==> config.mk <==
export PLATFORM = sky130hd
export DESIGN_NAME = psg_ctrl
export DESIGN_NICKNAME = d
export VERILOG_FILES = /design/src/rtl/psg_ctrl.sv
export SDC_FILE = /design/constraint.sdc
export NUM_CORES = 1
export LEC_CHECK = 0
export ABC_AREA = 1
export CAP_MARGIN = 5
export CORE_UTILIZATION = 35
export CTS_CLUSTER_SIZE = 12
export DETAILED_ROUTE_END_ITERATION = 8
export PLACE_DENSITY = 0.66
export SLEW_MARGIN = 20
export SYNTH_ARGS = -nofsm -noshare
export SYNTH_HDL_FRONTEND = slang
export SYNTH_SLANG_ARGS = --single-unit
==> constraint.sdc <==
create_clock -name clk28 -period 1.7 [get_ports clk28]
set_input_delay 0.425 -clock clk28 [delete_from_list [all_inputs] [get_ports clk28]]
set_output_delay 0.425 -clock clk28 [all_outputs]
set_load 0.05 [all_outputs]
==> src/rtl/psg_ctrl.sv <==
// psg_ctrl: TurboSound-style bus controller for up to four AY/YM PSGs.
// Decodes Z80 I/O cycles on FFFD/BFFD, keeps the chip-select register,
// sequences per-chip BDIR/BC1 strobes with a recovery gap, generates the
// shared PSG clock and requests CPU wait states.
module psg_ctrl #(
    parameter int CHIPS           = 2,
    parameter int WAIT_CYCLES     = 2,
    parameter int RECOVERY_CYCLES = 3
) (
    input  logic             rst_n,
    input  logic             clk28,
    input  logic             en,
    input  logic             psg_fast,
    input  logic [15:0]      a,
    input  logic [7:0]       d,
    input  logic             iorq,
    input  logic             m1,
    input  logic             wr,
    input  logic             rd,
    output logic             ay_clk,
    output logic [CHIPS-1:0] ay_bc1,
    output logic [CHIPS-1:0] ay_bdir,
    output logic [1:0]       chip_sel,
    output logic             d_out_active,
    output logic             ext_wait
);

    localparam logic [2:0] WAIT_C   = 3'(WAIT_CYCLES);
    localparam logic [2:0] REC_LAST = 3'(RECOVERY_CYCLES - 1);
    localparam logic [2:0] CHIPS_C  = 3'(CHIPS);

    typedef enum logic [1:0] {
        ST_IDLE,
        ST_ACTIVE,
        ST_RECOVER
    } state_t;

    typedef enum logic [1:0] {
        K_LATCH,
        K_WRITE,
        K_READ
    } kind_t;

    // Registered copy of the bus (only the address bits the decoder needs).
    logic       a15_reg;
    logic       a14_reg;
    logic       a1_reg;
    logic [7:0] d_reg;
    logic       iorq_reg;
    logic       m1_reg;
    logic       wr_reg;
    logic       rd_reg;

    // Address bits that play no part in the partial decode.
    logic unused_addr;
    assign unused_addr = ^{a[13:2], a[0]};

    state_t     state_reg;
    logic [2:0] rec_cnt_reg;
    logic [2:0] wait_cnt_reg;
    logic       wait_reg;
    // Set once the current I/O cycle has been acted on; cleared when iorq
    // drops, so a long (wait-stretched) cycle is only serviced once.
    logic       consumed_reg;

    logic [2:0] div_cnt_reg;
    logic       fast_reg;

    // Sample the CPU bus once per clk28 before decoding.
    always_ff @(posedge clk28 or negedge rst_n) begin
        if (!rst_n) begin
            a15_reg  <= 1'b0;
            a14_reg  <= 1'b0;
            a1_reg   <= 1'b0;
            d_reg    <= 8'h00;
            iorq_reg <= 1'b0;
            m1_reg   <= 1'b0;
            wr_reg   <= 1'b0;
            rd_reg   <= 1'b0;
        end else begin
            a15_reg  <= a[15];
            a14_reg  <= a[14];
            a1_reg   <= a[1];
            d_reg    <= d;
            iorq_reg <= iorq;
            m1_reg   <= m1;
            wr_reg   <= wr;
            rd_reg   <= rd;
        end
    end

    logic       base_dec;
    logic       latch_dec;
    logic       read_dec;
    logic       write_dec;
    logic       sel_cmd;
    logic       pending;
    logic       accept;
    logic       sel_accept;
    logic       leave;
    logic [1:0] sel_idx;
    kind_t      dec_kind;

    assign base_dec   = en && iorq_reg && !m1_reg && a15_reg && !a1_reg;
    assign latch_dec  = base_dec && a14_reg && wr_reg;
    assign read_dec   = base_dec && a14_reg && rd_reg && !wr_reg;
    assign write_dec  = base_dec && !a14_reg && wr_reg;
    assign sel_cmd    = latch_dec && (d_reg[7:2] == 6'b111111);
    assign pending    = (latch_dec || read_dec || write_dec) && !consumed_reg;
    assign accept     = (state_reg == ST_IDLE) && pending && !sel_cmd;
    assign sel_accept = (state_reg == ST_IDLE) && pending && sel_cmd;
    assign leave      = (state_reg == ST_ACTIVE) && (!iorq_reg || !en);
    assign sel_idx    = ~d_reg[1:0];

    // Classify the decoded access into the strobe pattern it needs.
    always_comb begin
        dec_kind = K_READ;
        if (write_dec) begin
            dec_kind = K_WRITE;
        end else if (latch_dec) begin
            dec_kind = K_LATCH;
        end
    end

    // Access sequencer: IDLE -> ACTIVE (strobes) -> RECOVER (gap) -> IDLE.
    always_ff @(posedge clk28 or negedge rst_n) begin
        if (!rst_n) begin
            state_reg    <= ST_IDLE;
            rec_cnt_reg  <= 3'd0;
            wait_cnt_reg <= 3'd0;
            wait_reg     <= 1'b0;
            consumed_reg <= 1'b0;
            chip_sel     <= 2'd0;
            d_out_active <= 1'b0;
        end else begin
            consumed_reg <= iorq_reg && (consumed_reg || accept || sel_accept);
            case (state_reg)
                ST_IDLE: begin
                    if (accept) begin
                        state_reg    <= ST_ACTIVE;
                        wait_reg     <= (WAIT_C != 3'd0);
                        wait_cnt_reg <= 3'd1;
                        d_out_active <= (dec_kind == K_READ);
                    end else if (sel_accept) begin
                        state_reg   <= ST_RECOVER;
                        rec_cnt_reg <= 3'd0;
                        if ({1'b0, sel_idx} < CHIPS_C) begin
                            chip_sel <= sel_idx;
                        end
                    end
                end
                ST_ACTIVE: begin
                    if (leave) begin
                        state_reg    <= ST_RECOVER;
                        rec_cnt_reg  <= 3'd0;
                        wait_reg     <= 1'b0;
                        d_out_active <= 1'b0;
                    end else begin
                        wait_reg <= (wait_cnt_reg < WAIT_C);
                        if (wait_cnt_reg != 3'd7) begin
                            wait_cnt_reg <= wait_cnt_reg + 3'd1;
                        end
                    end
                end
                ST_RECOVER: begin
                    if (rec_cnt_reg >= REC_LAST) begin
                        state_reg <= ST_IDLE;
                    end else begin
                        rec_cnt_reg <= rec_cnt_reg + 3'd1;
                    end
                end
                default: begin
                    state_reg <= ST_IDLE;
                end
            endcase
        end
    end

    // A new cycle that arrives during the gap must stall the CPU until
    // the sequencer can take it, in addition to the fixed ACTIVE wait.
    assign ext_wait = wait_reg || ((state_reg == ST_RECOVER) && pending);

    genvar gi;
    generate
        for (gi = 0; gi < CHIPS; gi++) begin : g_chip
            localparam logic [1:0] IDX = 2'(gi);
            logic bdir_reg;
            logic bc1_reg;

            // Per-chip strobes: loaded on entry to ACTIVE, cleared on exit.
            always_ff @(posedge clk28 or negedge rst_n) begin
                if (!rst_n) begin
                    bdir_reg <= 1'b0;
                    bc1_reg  <= 1'b0;
                end else if (accept) begin
                    bdir_reg <= (chip_sel == IDX) && (dec_kind != K_READ);
                    bc1_reg  <= (chip_sel == IDX) && (dec_kind != K_WRITE);
                end else if (leave) begin
                    bdir_reg <= 1'b0;
                    bc1_reg  <= 1'b0;
                end
            end

            assign ay_bdir[gi] = bdir_reg;
            assign ay_bc1[gi]  = bc1_reg;
        end
    endgenerate

    logic [2:0] div_term;
    assign div_term = fast_reg ? 3'd3 : 3'd7;

    // PSG clock divider; the speed is re-sampled only when ay_clk toggles,
    // so every half-period is a whole 4 or 8 clk28 cycles.
    always_ff @(posedge clk28 or negedge rst_n) begin
        if (!rst_n) begin
            div_cnt_reg <= 3'd0;
            ay_clk      <= 1'b0;
            fast_reg    <= 1'b0;
        end else if (div_cnt_reg == div_term) begin
            div_cnt_reg <= 3'd0;
            ay_clk      <= ~ay_clk;
            fast_reg    <= psg_fast;
        end else begin
            div_cnt_reg <= div_cnt_reg + 3'd1;
        end
    end

endmodule

==> impl_results.md <==
- Die area: 0.00477 mm^2
- Number of CTS-inserted buffers: 5
- EDFF count, synth: 0
- Fin Clk Skew: 0.00828 ns
- Core area: 0.00432 mm^2
- Post-synthesis cell type count: 23
- 1st-pass router iterations: 3
- Routed Wire Length: 2.46 mm
- Minimum clock period: 1.68 ns
- Via-to-Cell Ratio: 4.29
- Setup TNS: 0 ns
- Final Setup Violations: 0
- Initial Util: 0.364
- Max-slew headroom: 0.684
- Leak: 1.06 nW
- # fillers: 420
- Combinational power share: 0.206
- Clock Power Share: 0.291
- Layout cells sized above 1: 0.199
- H-tree levels: 2
- Grt total ovfl: 0
- Final Hold Viols: 0
- Worst Max-Slew Pin Slew: 0.469 ns
- Synthesized area: 0.00157 mm^2
- Max FFs per register: 8
- Clock Pin Slew Worst Setup and Hold Paths: 0.07 ns
- Pwr dens: 964 mW/mm^2
- Io pins: 41
- Diode count: 0
- Hold Crit Class: flip-flop to flip-flop
- Ys async rst share: 1.00
- Synth area leader: dfrtp_1
- CP Capture Type: output port
- Fmax achieved: 595 MHz
- Final HPWL DP: 1.84 mm
- Clock Latency Late Sink: 0.29 ns
- Post-Syn Nets: 201
- Post-synthesis sequential area ratio: 0.589
- Final nets: 242
- Initial detailed-routing violation count: 47
- GP Congestion: 0.792
- Syn Inst Count: 164
- Yosys reg bits: 37
- Clock Tree Buf Depth: 2
- Largest cells by area after synthesis: dfrtp_1, nand2_1, inv_1
- Largest net degree at the start of global routing: 38
- First-pass GRT wire length: 4.49 mm
- CTS Root Cell: clkbuf_8
- Max Cap Viol: 0
- Outcome: complete, no violations
- Routed wire per std cell: 9.52 um
- Sequential share of power: 0.504
- Critical path arrival: 1.26 ns
- Initial antenna violation count: 0
- Setup crit start kind: flip-flop
- Die width: 69.0 um
- Placed inst area: 0.00198 mm^2
- CTS tree: built
- Critical path class: flip-flop to output port
- Period utilization: 0.989
- Top-area cell type share of the netlist area: 0.589
- VDD IR-drop max: 0.000740 V
- Syn_area_per_cell: 9.59 um^2
- DRT antenna net count: 0
- Syn-to-layout area delta: 33.9%
- Psw: 580 uW
- Synth warn: 0
- Final Cell Area: 0.00211 mm^2
- Main synth FF type: dfrtp_1
- Dpl cells: 247
- Power Internal: 1.45 mW
- Clk sink count: 37
- Vias in the first global route: 1035
- Overall routing resource usage: 0.119
- Fraction of power spent switching nets: 0.286
- I/O Buffers: 27
- DRC: 0
- Cell with the most instances after synthesis: nand2_1
- # rows: 24
- CP Data Required Time: 1.27 ns
- Max-slew violations: 0
- Post-layout worst setup margin: 0.0192 ns
- DR vias: 1106
- DP Worst Slack: -0.273 ns
- Commonest cells in the netlist: nand2_1, dfrtp_1, inv_1
- RSZ-0062 raised after global routing: true
- Fin cells: 258
- Crit path max fanout: 4
- Die Ht: 69.0 um
## worst paths after layout
check                          startpoint        endpoint  slack [ns]  cells after the start
max                          state_reg[0]        ext_wait        0.02                      4
min                        div_cnt_reg[1]  div_cnt_reg[1]        0.47                      1
max reg2reg                rec_cnt_reg[0]  rec_cnt_reg[0]        0.32                      8
min reg2reg                div_cnt_reg[1]  div_cnt_reg[1]        0.47                      1
max in group asynchronous           rst_n        d_reg[1]        1.02                      2
min in group asynchronous           rst_n  div_cnt_reg[0]        0.50                      2
## repair_timing
item	4_1_cts	5_1_grt
setup buffers	3	0
endpoints found under the setup margin	1	1
resized for setup	2	3
hold buffers	0	0
## metrics by stage
step	util	hold slack (ns)	power, mW
6_report	0.487	0.472	2.03
5_1_grt	0.487	0.500	2.14
4_1_cts	0.485	0.481	2.05
3_5_place_dp	0.458	0.464	1.45
3_3_place_gp	0.458	0.454	1.44
2_1_floorplan	-	0.129	1.25
## critical path: stages, from the launching register on
cell and delay (ns):
dfrtp_1 0.40, inv_1 0.12, nand2_1 0.12, o21bai_4 0.18
buf_12 0.15
## cell type report
class | count | area (um^2) | share of cell area
inverters | 23 | 86.3 | 0.0410
repair buffers | 38 | 392 | 0.186
clock inverters | 3 | 17.5 | 0.00832
clock buffers | 5 | 68.8 | 0.0327
multi-input cells | 100 | 551 | 0.261
well taps | 52 | 65.1 | 0.0309
flip-flops and latches | 37 | 926 | 0.440
## per-layer routing
| layer | track usage | up-vias | share of wire |
|---|---|---|---|
| met5 | 0 | - | 0 |
| met4 | 0.0612 | 0 | 0.026 |
| met3 | 0.0351 | 7 | 0.046 |
| met2 | 0.163 | 26 | 0.43 |
| met1 | 0.170 | 480 | 0.49 |
| li1 | - | 593 | - |
## kinds of logic after synthesis
family / after synthesis / synth area share
AO/OA/AOI/OAI: 11 / 0.0422
XOR/XNOR: 1 / 0.00557
adder cells (fa/ha/maj): 5 / 0.0398
buffers and inverters: 27 / 0.0740
flip-flops: 37 / 0.589
AND/OR/NAND/NOR: 83 / 0.250
## layout by cell type (no fill, tap or decap), types with 2 or more instances in the layout
| cell type | Yosys | final |
|---|---|---|
| nand2_1 | 42 | 41 |
| dfrtp_1 | 37 | 37 |
| inv_1 | 22 | 22 |
| clkdlybuf4s50_1 | 0 | 17 |
| buf_4 | 4 | 15 |
| nand3_1 | 12 | 12 |
| nor2_1 | 13 | 12 |
| nand4_1 | 7 | 7 |
| ha_1 | 5 | 5 |
| clkbuf_8 | 0 | 5 |
| buf_12 | 0 | 5 |
| a21oi_1 | 4 | 3 |
| o21ai_0 | 3 | 3 |
| nand2_2 | 2 | 3 |
| nor2_2 | 1 | 2 |
| a21oi_2 | 1 | 2 |
| clkinv_2 | 0 | 2 |
## power by group through the flow
stage	clock network, mW	logic, mW	registers (mW)
final	0.590	0.418	1.02
after global routing	0.657	0.454	1.03
after CTS	0.607	0.422	1.02
after detailed placement	0	0.408	1.04
after global placement	0	0.407	1.04
after floorplan	0	0.168	1.09
(Power assumes the default switching activity.)
